--- src/rtl/instruction_loader.sv ---
// instruction_loader
//   Byte-serial program loader driving the write port of the byte-addressed
//   instruction memory. A framed stream (16-bit word count MSB first, then
//   count*4 instruction bytes, big-endian within each word) arrives over a
//   valid/ready handshake. Each byte is written at consecutive addresses from
//   0, and the CPU is held for the duration of the load.
//
//   Optional feature macro: LOADER_CHECKSUM_EN
//     When defined, a trailing checksum byte (XOR of both header bytes and
//     all data bytes) is accepted in a CHK state. A mismatch sets err.
//
//   Ports:
//     clk          system clock, all logic on posedge
//     rst          synchronous active-high reset
//     start        one-cycle pulse, begins a load when idle
//     in_data      stream byte
//     in_valid     in_data is valid
//     in_ready     loader accepts a byte this cycle
//     mem_wr_en    byte write strobe to instruction memory
//     mem_wr_addr  byte write address (zero-extended)
//     mem_wr_data  byte to write
//     cpu_hold     holds the CPU while loading
//     busy         loader is not idle
//     done         one-cycle pulse on successful completion
//     err          sticky error flag, cleared by start or rst
module instruction_loader #(
  parameter int MEM_SIZE = 2048,
  parameter int ADDR_W   = 32
) (
  input  logic              clk,
  input  logic              rst,
  input  logic              start,
  input  logic [7:0]        in_data,
  input  logic              in_valid,
  output logic              in_ready,
  output logic              mem_wr_en,
  output logic [ADDR_W-1:0] mem_wr_addr,
  output logic [7:0]        mem_wr_data,
  output logic              cpu_hold,
  output logic              busy,
  output logic              done,
  output logic              err
);

  typedef enum logic [2:0] {
    ST_IDLE   = 3'd0,
    ST_HDR_HI = 3'd1,
    ST_HDR_LO = 3'd2,
    ST_DATA   = 3'd3,
`ifdef LOADER_CHECKSUM_EN
    ST_CHK    = 3'd4,
`endif
    ST_DONE   = 3'd5,
    ST_ERR    = 3'd6
  } state_t;

  // State entered after the last data byte or a zero word count.
`ifdef LOADER_CHECKSUM_EN
  localparam state_t ST_AFTER_DATA = ST_CHK;
`else
  localparam state_t ST_AFTER_DATA = ST_DONE;
`endif

  // Size limit in the same 19-bit domain as count*4 so the compare cannot overflow.
  localparam logic [18:0] MEM_BYTES = 19'(MEM_SIZE);

  state_t              state_r;
  state_t              state_nx_s;
  logic [15:0]         count_r;
  logic [18:0]         byte_addr_r;
  logic [15:0]         hdr_count_s;
  logic [18:0]         hdr_bytes_s;
  logic [18:0]         last_addr_s;
  logic                accept_s;
  logic                in_ready_r;
  logic                mem_wr_en_r;
  logic [ADDR_W-1:0]   mem_wr_addr_r;
  logic [7:0]          mem_wr_data_r;
  logic                cpu_hold_r;
  logic                busy_r;
  logic                done_r;
  logic                err_r;
`ifdef LOADER_CHECKSUM_EN
  logic [7:0]          csum_r;
`endif

  // True in states that consume stream bytes; these are also the CPU-hold states.
  function automatic logic is_load_state(input state_t s);
    logic r;
    case (s)
      ST_HDR_HI: r = 1'b1;
      ST_HDR_LO: r = 1'b1;
      ST_DATA:   r = 1'b1;
`ifdef LOADER_CHECKSUM_EN
      ST_CHK:    r = 1'b1;
`endif
      default:   r = 1'b0;
    endcase
    return r;
  endfunction

  // Running checksum step: byte-wise XOR.
  function automatic logic [7:0] csum_step(input logic [7:0] acc, input logic [7:0] b);
    return acc ^ b;
  endfunction

  assign accept_s    = in_valid & in_ready_r;
  assign hdr_count_s = {count_r[15:8], in_data};
  assign hdr_bytes_s = {1'b0, hdr_count_s, 2'b00};
  // Only used in DATA, where count is at least 1, so no underflow.
  assign last_addr_s = {1'b0, count_r, 2'b00} - 19'd1;

  // State register.
  always_ff @(posedge clk) begin
    if (rst) begin
      state_r <= ST_IDLE;
    end else begin
      state_r <= state_nx_s;
    end
  end

  // Next-state logic.
  always_comb begin
    state_nx_s = state_r;
    case (state_r)
      ST_IDLE: begin
        if (start) begin
          state_nx_s = ST_HDR_HI;
        end else begin
          state_nx_s = ST_IDLE;
        end
      end
      ST_HDR_HI: begin
        if (accept_s) begin
          state_nx_s = ST_HDR_LO;
        end else begin
          state_nx_s = ST_HDR_HI;
        end
      end
      ST_HDR_LO: begin
        if (!accept_s) begin
          state_nx_s = ST_HDR_LO;
        end else if (hdr_count_s == 16'd0) begin
          state_nx_s = ST_AFTER_DATA;
        end else if (hdr_bytes_s > MEM_BYTES) begin
          state_nx_s = ST_ERR;
        end else begin
          state_nx_s = ST_DATA;
        end
      end
      ST_DATA: begin
        if (accept_s && (byte_addr_r == last_addr_s)) begin
          state_nx_s = ST_AFTER_DATA;
        end else begin
          state_nx_s = ST_DATA;
        end
      end
`ifdef LOADER_CHECKSUM_EN
      ST_CHK: begin
        if (!accept_s) begin
          state_nx_s = ST_CHK;
        end else if (in_data == csum_r) begin
          state_nx_s = ST_DONE;
        end else begin
          state_nx_s = ST_ERR;
        end
      end
`endif
      ST_DONE: state_nx_s = ST_IDLE;
      ST_ERR:  state_nx_s = ST_IDLE;
      default: state_nx_s = ST_IDLE;
    endcase
  end

  // Status outputs, registered from the next state so they line up with state_r.
  always_ff @(posedge clk) begin
    if (rst) begin
      in_ready_r <= 1'b0;
      cpu_hold_r <= 1'b0;
      busy_r     <= 1'b0;
      done_r     <= 1'b0;
      err_r      <= 1'b0;
    end else begin
      in_ready_r <= is_load_state(state_nx_s);
      cpu_hold_r <= is_load_state(state_nx_s);
      busy_r     <= (state_nx_s != ST_IDLE);
      done_r     <= (state_nx_s == ST_DONE);
      if (state_nx_s == ST_ERR) begin
        err_r <= 1'b1;
      end else if ((state_r == ST_IDLE) && start) begin
        err_r <= 1'b0;
      end else begin
        err_r <= err_r;
      end
    end
  end

  // Header capture, address counter and the one-cycle-latency write register.
  always_ff @(posedge clk) begin
    if (rst) begin
      count_r       <= 16'd0;
      byte_addr_r   <= 19'd0;
      mem_wr_en_r   <= 1'b0;
      mem_wr_addr_r <= '0;
      mem_wr_data_r <= 8'd0;
    end else begin
      mem_wr_en_r <= accept_s && (state_r == ST_DATA);
      case (state_r)
        ST_IDLE: begin
          if (start) begin
            count_r     <= 16'd0;
            byte_addr_r <= 19'd0;
          end
        end
        ST_HDR_HI: begin
          if (accept_s) begin
            count_r[15:8] <= in_data;
          end
        end
        ST_HDR_LO: begin
          if (accept_s) begin
            count_r[7:0] <= in_data;
            byte_addr_r  <= 19'd0;
          end
        end
        ST_DATA: begin
          if (accept_s) begin
            mem_wr_addr_r <= ADDR_W'(byte_addr_r);
            mem_wr_data_r <= in_data;
            byte_addr_r   <= byte_addr_r + 19'd1;
          end
        end
        default: begin
          count_r <= count_r;
        end
      endcase
    end
  end

`ifdef LOADER_CHECKSUM_EN
  // Running XOR over header and data bytes, cleared on start.
  always_ff @(posedge clk) begin
    if (rst) begin
      csum_r <= 8'd0;
    end else if ((state_r == ST_IDLE) && start) begin
      csum_r <= 8'd0;
    end else if (accept_s && ((state_r == ST_HDR_HI) || (state_r == ST_HDR_LO) ||
                              (state_r == ST_DATA))) begin
      csum_r <= csum_step(csum_r, in_data);
    end else begin
      csum_r <= csum_r;
    end
  end
`endif

  assign in_ready    = in_ready_r;
  assign mem_wr_en   = mem_wr_en_r;
  assign mem_wr_addr = mem_wr_addr_r;
  assign mem_wr_data = mem_wr_data_r;
  assign cpu_hold    = cpu_hold_r;
  assign busy        = busy_r;
  assign done        = done_r;
  assign err         = err_r;

endmodule

--- config.mk ---
export PLATFORM = sky130hd
export DESIGN_NAME = instruction_loader
export DESIGN_NICKNAME = d
export VERILOG_FILES = /design/src/rtl/instruction_loader.sv
export SDC_FILE = /design/constraint.sdc
export NUM_CORES = 1
export LEC_CHECK = 0
export ABC_AREA = 0
export CORE_MARGIN = 4
export CORE_UTILIZATION = 35
export DETAILED_ROUTE_END_ITERATION = 8
export GPL_ROUTABILITY_DRIVEN = 1
export RECOVER_POWER = 50
export SYNTH_ARGS = -nofsm -noshare
export SYNTH_HDL_FRONTEND = slang
export SYNTH_SLANG_ARGS = --single-unit
--- constraint.sdc ---
create_clock -name clk -period 2.8 [get_ports clk]
set_input_delay 0.28 -clock clk [delete_from_list [all_inputs] [get_ports clk]]
set_output_delay 0.28 -clock clk [all_outputs]
set_load 0.02 [all_outputs]
==> flow_summary.ini <==
[hold_path]
hp-start = mem_wr_addr[7]
hold_class = reg -> reg
min_to = mem_wr_addr[7]
hold_depth = 2

[logic_synthesis]
synth_area_leaders = dfxtp_1, nand2_1, a21oi_1, xor2_1, nand3_1
mappedNetlistArea_sq_um = 3500
async_reset_ff_share_pct = 0
yosys.cell_count.top_type = nand2_1
synthTopCellsByCount = nand2_1, dfxtp_1, a21oi_1
synth_ff_type = dfxtp_1
netlist.area_leader.share_pct = 40.1
ys_warn_count = 0
synth_cell_types = 61
synth-edff-count = 0
syn_area_per_cell_sq_um = 7.97
seq_area_frac_synth_pct = 40.1
synth_cells = 439
synth_top_area_cell = dfxtp_1
synth_seq_cells = 70

[critical_path]
cp-end-kind = flip-flop
worst-setup-path-type = reg -> reg
rr_worst_depth = 9
crit_fanout = 5
crit_arrival_ns = 2.76
worst_setup_path_start_kind = flip-flop
r2r_slack_ns = 0.32
reg2reg_from = count_r[0]
crit_required_ns = 3.08
timing.rr.end = state_r[2]

[floorplan]
die_w_microns = 108
rows = 36
io_pins = 58
die_h_microns = 108
start_util_pct = 35.8
core_area_sq_um = 9770
die_area_sq_um = 11700

[grt]
first_global_vias = 2913
grt-ovfl-total = 0
antenna_found_initial = 0
grt_use_total_pct = 15.2
grt_start_max_net_pins = 35
grt_pass1_wl_microns = 14000

[routing]
wl_per_cell_microns = 13.8
drc_errors = 0
ant_nets = 0
dr.pass1.iters = 4
drtIter0Drc = 104
vias = 3035
drt-vias-per-instance = 4.98
drt_wl_total_microns = 8430

[sta]
tightestPinTransition_ns = 0.857
fmax_mhz = 403
setup_viol = 0
fin_ws_ns = 0.316
fin_crit_sh_pct = 88.7
slew_violations = 0
setup_tns_ns = 0
whs_ns = 0.449
period_needed_ns = 2.48
slew_headroom_pct = 42.2
hold_violations = 0
rsz0062_at_grt = no
finalClockSkew_ns = 0.00705

[cells_and_area]
layout-drive-gt1-share_pct = 7.55
syn_to_final_growth_pct = 20.5
n_antenna_cell = 0
final_nets = 486

[clock_network]
cts_tree = built
ctsHoldBuffers = 0
clock_sinks = 70
insertion_delay_ns = 0.35
path_clk_slew_ns = 0.07
numCtsBuffers = 9
root_buffer = clkbuf_8
htreeDepth = 3
post-cts-setup-buffers = 0
clk_path_buf_depth = 2
postCtsResizedCells = 0

[pwr]
ir_drop_v = 0.000309
power.leakage_nw = 1.58
power_density_nw_per_um2 = 505

[placed_design]
hpwlAfterDp_microns = 6240
port_buffers = 44
gp_congestion = 0.847
post-place-ws_ns = 0.326

[run]
cap_violations = 0

[run_status]
status = completed
## where the power goes
part	switching, mW	internal (mW)
clock network	0.366	0.574
logic	0.105	0.0628
registers	0.0165	1.01
total	0.488	1.64
## logic make-up (layout without fill, tap and decap cells)
group | Yosys count | in the layout | synth area share [%]
adder cells (fa/ha/maj) | 2 | 2 | 0.715
buffers and inverters | 48 | 74 | 6.98
multiplexers | 3 | 3 | 0.894
other | 1 | 13 | 0.107
flip-flops | 70 | 70 | 40.1
XOR/XNOR | 36 | 36 | 9.41
AO/OA/AOI/OAI | 77 | 77 | 13.2
AND/OR/NAND/NOR | 202 | 202 | 28.7
## final cells by class
type,instances,area (sq um)
fillers,1015,5560
flip-flops and latches,70,1400
well taps,133,166
multi-input cells,333,1900
clock buffers,13,169
inverters,6,22.5
clock inverters,3,65.1
repair buffers,52,493
## placed cells by master (no fill, tap or decap), types with 4 or more instances in the layout
master and count:
a21oi_1 51, and2_1 5, buf_4 6, clkbuf_8 12
clkdlybuf4s50_1 10, conb_1 13, dfxtp_1 70, dlygate4sd3_1 34
inv_1 6, nand2_1 84, nand3_1 27, nand4_1 6
nor2_1 32, nor3_1 10, nor4_1 4, o21ai_0 4
xnor2_1 11, xor2_1 24
## worst max-delay path by stage
stage	startpoint	slack, ns	endpoint	cells past startpoint
after floorplan	count_r[0]	0.60	state_r[2]	9
after global placement	start	0.38	byte_addr_r[8]	8
after detailed placement	count_r[0]	0.33	state_r[2]	9
after CTS	count_r[0]	0.30	state_r[2]	9
after global routing	count_r[0]	0.11	state_r[2]	9
final	count_r[0]	0.32	state_r[2]	9
## critical path, cell delays in order, from the launching register on
cell      delay (ns)
dfxtp_1         0.35
inv_1           0.07
ha_1            0.23
or4b_4          0.53
nor3_2          0.27
nand3_1         0.11
a211oi_1        0.31
nand4_2         0.19
o21bai_2        0.19
nor3b_2         0.17
## per-stage QoR
step / util [%] / area (sq um) / power [mW] / cells
final: 43.1 / 4210 / 2.13 / 610
after global routing: 43.1 / 4210 / 2.21 / 610
after CTS: 43.2 / 4220 / 2.16 / 610
after detailed placement: 40.8 / 3990 / 1.22 / 594
after global placement: 40.8 / 3990 / 1.21 / 594
after floorplan: - / 3540 / 1.17 / 451
## routing by layer
layer	track usage, %	up-vias	part of all wire (%)	wire (microns)
met3	3.76	11	5.0	425
met5	0	-	0	0
met1	19.1	1411	46	3860
met4	5.41	0	1.2	104
met2	25.3	70	48	4040
li1	-	1543	-	-
## state kept, by name (all words and copies together), names as in the netlist
signal	cells
busy	1
cpu_hold	1
count_r	16
byte_addr_r	19
done	1
err	1
state_r	3
mem_wr_data	8
mem_wr_en	1
mem_wr_addr	19
Power figures use the tool's default switching activity.
